## src/rtl/trng_collector.sv

```systemverilog
// Ring-oscillator TRNG consumer: synchronizes the raw bit, runs a repetition-count health test,
// von Neumann debiases, packs bits into words and buffers them in a small valid/ready FIFO.
module trng_collector #(
  parameter int unsigned WORD_WIDTH    = 32,
  parameter int unsigned FIFO_DEPTH    = 4,
  parameter int unsigned WARMUP_CYCLES = 64,
  parameter int unsigned REP_LIMIT     = 32
) (
  input  logic                               clk,
  input  logic                               reset,
  input  logic                               enable,
  output logic                               trng_en,
  input  logic                               trng_in,
  output logic                               rd_valid,
  input  logic                               rd_ready,
  output logic [WORD_WIDTH-1:0]              rd_data,
  output logic [$clog2(FIFO_DEPTH+1)-1:0]    fifo_level,
  output logic                               health_err
);

  localparam int unsigned PtrW  = $clog2(FIFO_DEPTH);
  localparam int unsigned LvlW  = $clog2(FIFO_DEPTH + 1);
  localparam int unsigned WarmW = $clog2(WARMUP_CYCLES + 1);
  localparam int unsigned BitW  = $clog2(WORD_WIDTH);
  localparam int unsigned RepW  = $clog2(REP_LIMIT + 1);

  typedef enum logic [1:0] {StIdle, StWarmup, StCollect, StError} state_e;

  state_e                state_q;
  logic                  trng_en_q;
  logic                  health_err_q;
  logic                  sync1_q;
  logic                  s_q;
  logic [WarmW-1:0]      warm_cnt_q;
  logic                  have_a_q;
  logic                  pair_a_q;
  logic                  prev_q;
  logic [RepW-1:0]       rep_q;
  logic [RepW-1:0]       rep_d;
  logic [WORD_WIDTH-1:0] word_q;
  logic [WORD_WIDTH-1:0] word_shift;
  logic [BitW-1:0]       bit_cnt_q;
  logic                  pend_valid_q;
  logic [WORD_WIDTH-1:0] pend_q;
  logic [WORD_WIDTH-1:0] push_data;

  logic [WORD_WIDTH-1:0] mem_q [FIFO_DEPTH];
  logic [PtrW-1:0]       wr_ptr_q;
  logic [PtrW-1:0]       rd_ptr_q;
  logic [LvlW-1:0]       level_q;

  logic pop;
  logic full;
  logic space;
  logic collecting;
  logic health_fail;
  logic emit;
  logic word_done;
  logic push;

  assign trng_en    = trng_en_q;
  assign health_err = health_err_q;
  assign rd_valid   = (level_q != '0);
  assign rd_data    = mem_q[rd_ptr_q];
  assign fifo_level = level_q;

  always_comb begin
    pop         = rd_valid && rd_ready;
    full        = (level_q == LvlW'(FIFO_DEPTH));
    space       = !full || pop;
    collecting  = (state_q == StCollect) && enable;
    // rep_q == 0 marks the first COLLECT sample, which always starts a new run.
    rep_d       = ((rep_q == '0) || (s_q != prev_q)) ? RepW'(1) : rep_q + RepW'(1);
    health_fail = collecting && (rep_d == RepW'(REP_LIMIT));
    emit        = collecting && have_a_q && (pair_a_q != s_q);
    word_shift  = {word_q[WORD_WIDTH-2:0], pair_a_q};
    word_done   = emit && !pend_valid_q && (bit_cnt_q == BitW'(WORD_WIDTH - 1));
    push        = 1'b0;
    push_data   = word_shift;
    if (collecting && !health_fail) begin
      if (pend_valid_q && space) begin
        push      = 1'b1;
        push_data = pend_q;
      end else if (word_done && space) begin
        push      = 1'b1;
      end
    end
  end

  always_ff @(posedge clk) begin
    if (reset) begin
      sync1_q <= 1'b0;
      s_q     <= 1'b0;
    end else begin
      sync1_q <= trng_in;
      s_q     <= sync1_q;
    end
  end

  always_ff @(posedge clk) begin
    if (reset) begin
      wr_ptr_q <= '0;
      rd_ptr_q <= '0;
      level_q  <= '0;
      for (int i = 0; i < int'(FIFO_DEPTH); i++) begin
        mem_q[i] <= '0;
      end
    end else begin
      if (push) begin
        mem_q[wr_ptr_q] <= push_data;
        wr_ptr_q        <= wr_ptr_q + PtrW'(1);
      end
      if (pop) begin
        rd_ptr_q <= rd_ptr_q + PtrW'(1);
      end
      if (push && !pop) begin
        level_q <= level_q + LvlW'(1);
      end else if (pop && !push) begin
        level_q <= level_q - LvlW'(1);
      end
    end
  end

  always_ff @(posedge clk) begin
    if (reset) begin
      state_q      <= StIdle;
      trng_en_q    <= 1'b0;
      health_err_q <= 1'b0;
      warm_cnt_q   <= '0;
      have_a_q     <= 1'b0;
      pair_a_q     <= 1'b0;
      prev_q       <= 1'b0;
      rep_q        <= '0;
      word_q       <= '0;
      bit_cnt_q    <= '0;
      pend_valid_q <= 1'b0;
      pend_q       <= '0;
    end else begin
      case (state_q)
        StIdle: begin
          if (enable) begin
            state_q      <= StWarmup;
            trng_en_q    <= 1'b1;
            warm_cnt_q   <= '0;
            have_a_q     <= 1'b0;
            word_q       <= '0;
            bit_cnt_q    <= '0;
            rep_q        <= '0;
            pend_valid_q <= 1'b0;
          end
        end
        StWarmup: begin
          if (!enable) begin
            state_q   <= StIdle;
            trng_en_q <= 1'b0;
          end else if (warm_cnt_q == WarmW'(WARMUP_CYCLES - 1)) begin
            state_q <= StCollect;
          end else begin
            warm_cnt_q <= warm_cnt_q + WarmW'(1);
          end
        end
        StCollect: begin
          if (!enable || health_fail) begin
            state_q      <= enable ? StError : StIdle;
            trng_en_q    <= 1'b0;
            health_err_q <= enable;
            have_a_q     <= 1'b0;
            word_q       <= '0;
            bit_cnt_q    <= '0;
            pend_valid_q <= 1'b0;
          end else begin
            rep_q    <= rep_d;
            prev_q   <= s_q;
            have_a_q <= !have_a_q;
            if (!have_a_q) begin
              pair_a_q <= s_q;
            end
            // While a word is pending, emitted bits are dropped until it drains.
            if (pend_valid_q) begin
              if (space) begin
                pend_valid_q <= 1'b0;
                word_q       <= '0;
                bit_cnt_q    <= '0;
              end
            end else if (emit) begin
              if (word_done) begin
                word_q    <= '0;
                bit_cnt_q <= '0;
                if (!space) begin
                  pend_valid_q <= 1'b1;
                  pend_q       <= word_shift;
                end
              end else begin
                word_q    <= word_shift;
                bit_cnt_q <= bit_cnt_q + BitW'(1);
              end
            end
          end
        end
        StError: begin
          if (!enable) begin
            state_q      <= StIdle;
            health_err_q <= 1'b0;
          end
        end
        default: state_q <= StIdle;
      endcase
    end
  end

endmodule

```

## config.mk

```make
export PLATFORM = sky130hd
export DESIGN_NAME = trng_collector
export DESIGN_NICKNAME = d
export VERILOG_FILES = /design/src/rtl/trng_collector.sv
export SDC_FILE = /design/constraint.sdc
export NUM_CORES = 1
export LEC_CHECK = 0
export ABC_AREA = 1
export CORE_MARGIN = 5
export CORE_UTILIZATION = 50
export CTS_CLUSTER_SIZE = 20
export DETAILED_ROUTE_END_ITERATION = 10
export GPL_ROUTABILITY_DRIVEN = 0
export MAX_ROUTING_LAYER = met4
export PLACE_DENSITY = 0.66
export SKIP_CTS_REPAIR_TIMING = 1
export SYNTH_ARGS = -nofsm -noshare
export SYNTH_HDL_FRONTEND = slang
export SYNTH_SLANG_ARGS = --single-unit
```

## constraint.sdc

```tcl
create_clock -name clk -period 5.9 [get_ports clk]
set_input_delay 0.885 -clock clk [delete_from_list [all_inputs] [get_ports clk]]
set_output_delay 0.885 -clock clk [all_outputs]
set_load 0.005 [all_outputs]
```

==> reports/summary.md <==
Layout overhead on the synthesized area: 12.3%. The floorplan step defined a die boundary enclosing 0.0246 mm². For the core area, the log shows 0.0212 mm². The most used flip-flop cell after synthesis is sky130_fd_sc_hd__edfxtp_1.

Setup violations remaining at the end of the flow were counted as 0. Buffers inserted during clock tree synthesis total 24. The type of the worst setup path is flip-flop to output pin. Overall track demand over capacity in global routing: 19.1%. For this block, the routed nets add up to 22300 µm of wire. TritonCTS built the clock tree.

The later pin in the worst-skew pair is clocked with a latency of 510 ps. Worst-path maximum fanout: 33. The mean area per synthesized cell was 8.91 µm². Final standard cell count with taps included and fillers excluded: 1523. After clock tree synthesis, the clock-pin slew on the worst setup and hold paths is 60 ps. In this run, the number of DRC markers left after iteration 0 of detailed routing was 511.

The flow ran to the end, and the final reports show no timing, DRC or antenna violations. The time the worst path needs with I/O delays and setup was 3790 ps; the worst slew margin relative to its limit was 27.2%. At the end of the flow, the number of nets in the layout was 1246. For flop-to-flop paths, the worst setup slack is 2430 ps. The maximum count of clock buffers along a single path came out at 3. Port buffering added 42 buffers.

For the area of the mapped netlist, the log shows 0.0108 mm². The initial antenna violation count was 0; the maximum operating frequency was 264 MHz. The number of hold violations in the final report is 0.

Once placement completed, the tool counted placed cells totaling 1479. For the final routed database, the setup TNS stands at 0 ps. The worst hold path class was flip-flop to flip-flop. The total overflow left after global routing is 0. In this run, synthesis produced a sequential element count of 228. The fraction of layout instances using a drive strength above 1 is 8.33%. The most critical setup path has its endpoint at rd_data[19]. The starting density of the core came out at 51.1%. Worst-case reg-to-reg path depth: 13. The critical path capture point type was an output pin.

The run gives 0 as the number of pins exceeding their max-slew limit in the final report. Via count of the first global-routing pass: 7394. The tools report the endpoint of the worst-slack reg-to-reg timing path as mem_q[1][16].

The tools report the root buffer selected by CTS as sky130_fd_sc_hd__clkbuf_16. The async set-reset flop share out of synthesis came out at 0%. The worst-case vdd ir drop was 0.235 mV; the remaining number of nets flagged by the antenna check after routing was 0.

Synthesis produced a netlist with a net count of 1228. The transition time at the pin with the least slew margin is 1090 ps. Once layout is done, the placed cells without fillers occupy 0.0121 mm².

The routed layout has 7741 vias. After synthesis, the netlist uses 39 different library cells. After detailed routing, the number of remaining DRC violations is 0. For this run, the number of Yosys warnings is 0.

The final period utilization is 64.2%. The maximum number of pins on one net before global-route repair was 81. The tools report the signal arrival time at the worst endpoint as 2900 ps.

Once placement finished, the instance area stood at 0.0113 mm². The number of H-tree levels was 1. Synthesis produced 1212 cells. Summing the sequential cell areas from Yosys gives 54.1% of the chip area.

Using the TritonRoute via totals, the vias-per-cell ratio works out to 5.08. The tool flagged a number of max-cap violations equal to 0. The post-detailed-route wirelength per cell was 14.6 µm; the global-route wire length before repair was 37600 µm. The run gives 228 as the number of clock sinks.

The floorplan step set the die height to 157 µm. After floorplanning, the core was divided into 53 placement rows. The detailed-placement wirelength estimate is 13200 µm. In this run the power density over the cells is 383 mW/mm².

The die extent in x is 157 µm, and the leakage dissipation is 4.74 nW. 0 antenna diodes ended up in the layout. Setup repair after global routing left no endpoint under its margin. In this run, synthesis inferred 128 flip-flops with an integrated enable.

The worst setup path is launched from a flip-flop. In this run the critical register-to-register path is launched from state_q[0]. For this run, the detailed router's first-pass iteration total came to 5. Pin placement for this block handled 43 I/O pins. On the final layout, the worst clock skew is 9.41 ps.

At the worst endpoint, the required time is 5020 ps.
final cells by class:
cell class	count	area [µm²]
timing repair buffer	57	546
inverter	140	531
fill	1890	9030
clock buffer	32	672
clock inverter	12	144
sequential	228	5850
tap	275	344
multi-input combinational	779	4050
cells in the mapped netlist, types with 3 or more instances:
master,instances,area (µm²)
sky130_fd_sc_hd__nand3_2,3,30.0
sky130_fd_sc_hd__o21ai_0,118,591
sky130_fd_sc_hd__buf_2,14,70.1
sky130_fd_sc_hd__o211ai_4,28,596
sky130_fd_sc_hd__nor2_1,351,1320
sky130_fd_sc_hd__ha_1,10,125
sky130_fd_sc_hd__buf_12,3,60.1
sky130_fd_sc_hd__o211ai_1,4,30.0
sky130_fd_sc_hd__nand3_1,12,60.1
sky130_fd_sc_hd__buf_6,10,113
sky130_fd_sc_hd__buf_1,4,15.0
sky130_fd_sc_hd__dfxtp_1,100,2000
sky130_fd_sc_hd__nand3_4,4,70.1
sky130_fd_sc_hd__nand4_1,7,43.8
sky130_fd_sc_hd__a21oi_1,25,125
sky130_fd_sc_hd__edfxtp_1,128,3840
sky130_fd_sc_hd__xor2_1,4,35.0
sky130_fd_sc_hd__inv_1,137,514
sky130_fd_sc_hd__buf_4,3,22.5
sky130_fd_sc_hd__clkbuf_1,31,116
sky130_fd_sc_hd__o22ai_1,32,200
sky130_fd_sc_hd__or2_2,4,25.0
sky130_fd_sc_hd__nand2_1,160,601
registers in the layout, indices dropped and copies added, names as in the netlist, 2 cells and up, named ones only:
name	flops
wr_ptr_q	2
bit_cnt_q	5
fifo_level	3
state_q	2
rep_q	6
mem_q	128
pend_q	32
warm_cnt_q	7
rd_ptr_q	2
word_q	31
worst min-delay path by stage:
stage	start	end	slack, ps	cells after the start
floorplan	sync1_q	s_q	390	2
global placement	sync1_q	s_q	400	2
detailed placement	sync1_q	s_q	400	2
CTS	sync1_q	s_q	410	2
global route	sync1_q	s_q	440	2
finish	sync1_q	s_q	410	2
per-stage QoR:
| stage | hold slack (ps) | setup slack [ps] | power [mW] | util [%] |
|---|---|---|---|---|
| finish | 412 | 2110 | 4.64 | 57.3 |
| global route | 441 | 1850 | 4.93 | 57.3 |
| CTS | 410 | 2070 | 4.68 | 57.3 |
| detailed placement | 401 | 1570 | 3.14 | 53.5 |
| global placement | 404 | 1690 | 3.12 | 53.5 |
| floorplan | 388 | 1200 | 2.75 | - |
per-layer routing:
metal  track usage (%)  routed length, µm
met3              2.47                972
met1              25.3              10400
met5                 -                  0
met2              31.6              10600
met4              4.59                351
cell families (layout without fill, tap and decap cells):
kind of cell / after synthesis / in the layout / synth area share, %
compound gates: 211 / 211 / 14.6
xor+xnor: 4 / 4 / 0.324
fa+ha+maj: 11 / 11 / 1.34
buf+inv: 205 / 241 / 8.58
flops: 228 / 228 / 54.1
simple gates: 553 / 553 / 21.0
report_power, final:
group          switching [mW]  total (mW)  internal (mW)  leakage (nW)
Sequential              0.222        2.08           1.86          2.06
Combinational           0.613        1.02          0.408          2.30
Clock                   0.605        1.54          0.932         0.386
Total                    1.44        4.64           3.20          4.74
layout by cell type (no fill, tap or decap), types with 5 or more instances in the layout:
cell                              netlist  routed
sky130_fd_sc_hd__o21ai_0              118     118
sky130_fd_sc_hd__o211ai_4              28      28
sky130_fd_sc_hd__dfxtp_1              100      99
sky130_fd_sc_hd__buf_4                  3      14
sky130_fd_sc_hd__nand3_1               12      12
sky130_fd_sc_hd__clkbuf_1              31       5
sky130_fd_sc_hd__clkbuf_16              0      25
sky130_fd_sc_hd__a21oi_1               25      25
sky130_fd_sc_hd__edfxtp_1             128     128
sky130_fd_sc_hd__ha_1                  10      10
sky130_fd_sc_hd__nor2_1               351     351
sky130_fd_sc_hd__o22ai_1               32      32
sky130_fd_sc_hd__clkdlybuf4s50_1        0      42
sky130_fd_sc_hd__nand4_1                7       7
sky130_fd_sc_hd__inv_1                137     136
sky130_fd_sc_hd__nand2_1              160     160
critical path, stage by stage (launching register included):
cell                              delay (ps)
sky130_fd_sc_hd__dfxtp_1                 300
sky130_fd_sc_hd__buf_4                   250
sky130_fd_sc_hd__inv_1                   810
sky130_fd_sc_hd__o21ai_0                 240
sky130_fd_sc_hd__o22ai_1                 240
sky130_fd_sc_hd__clkdlybuf4s50_1         540
Power figures use the tool's default switching activity.
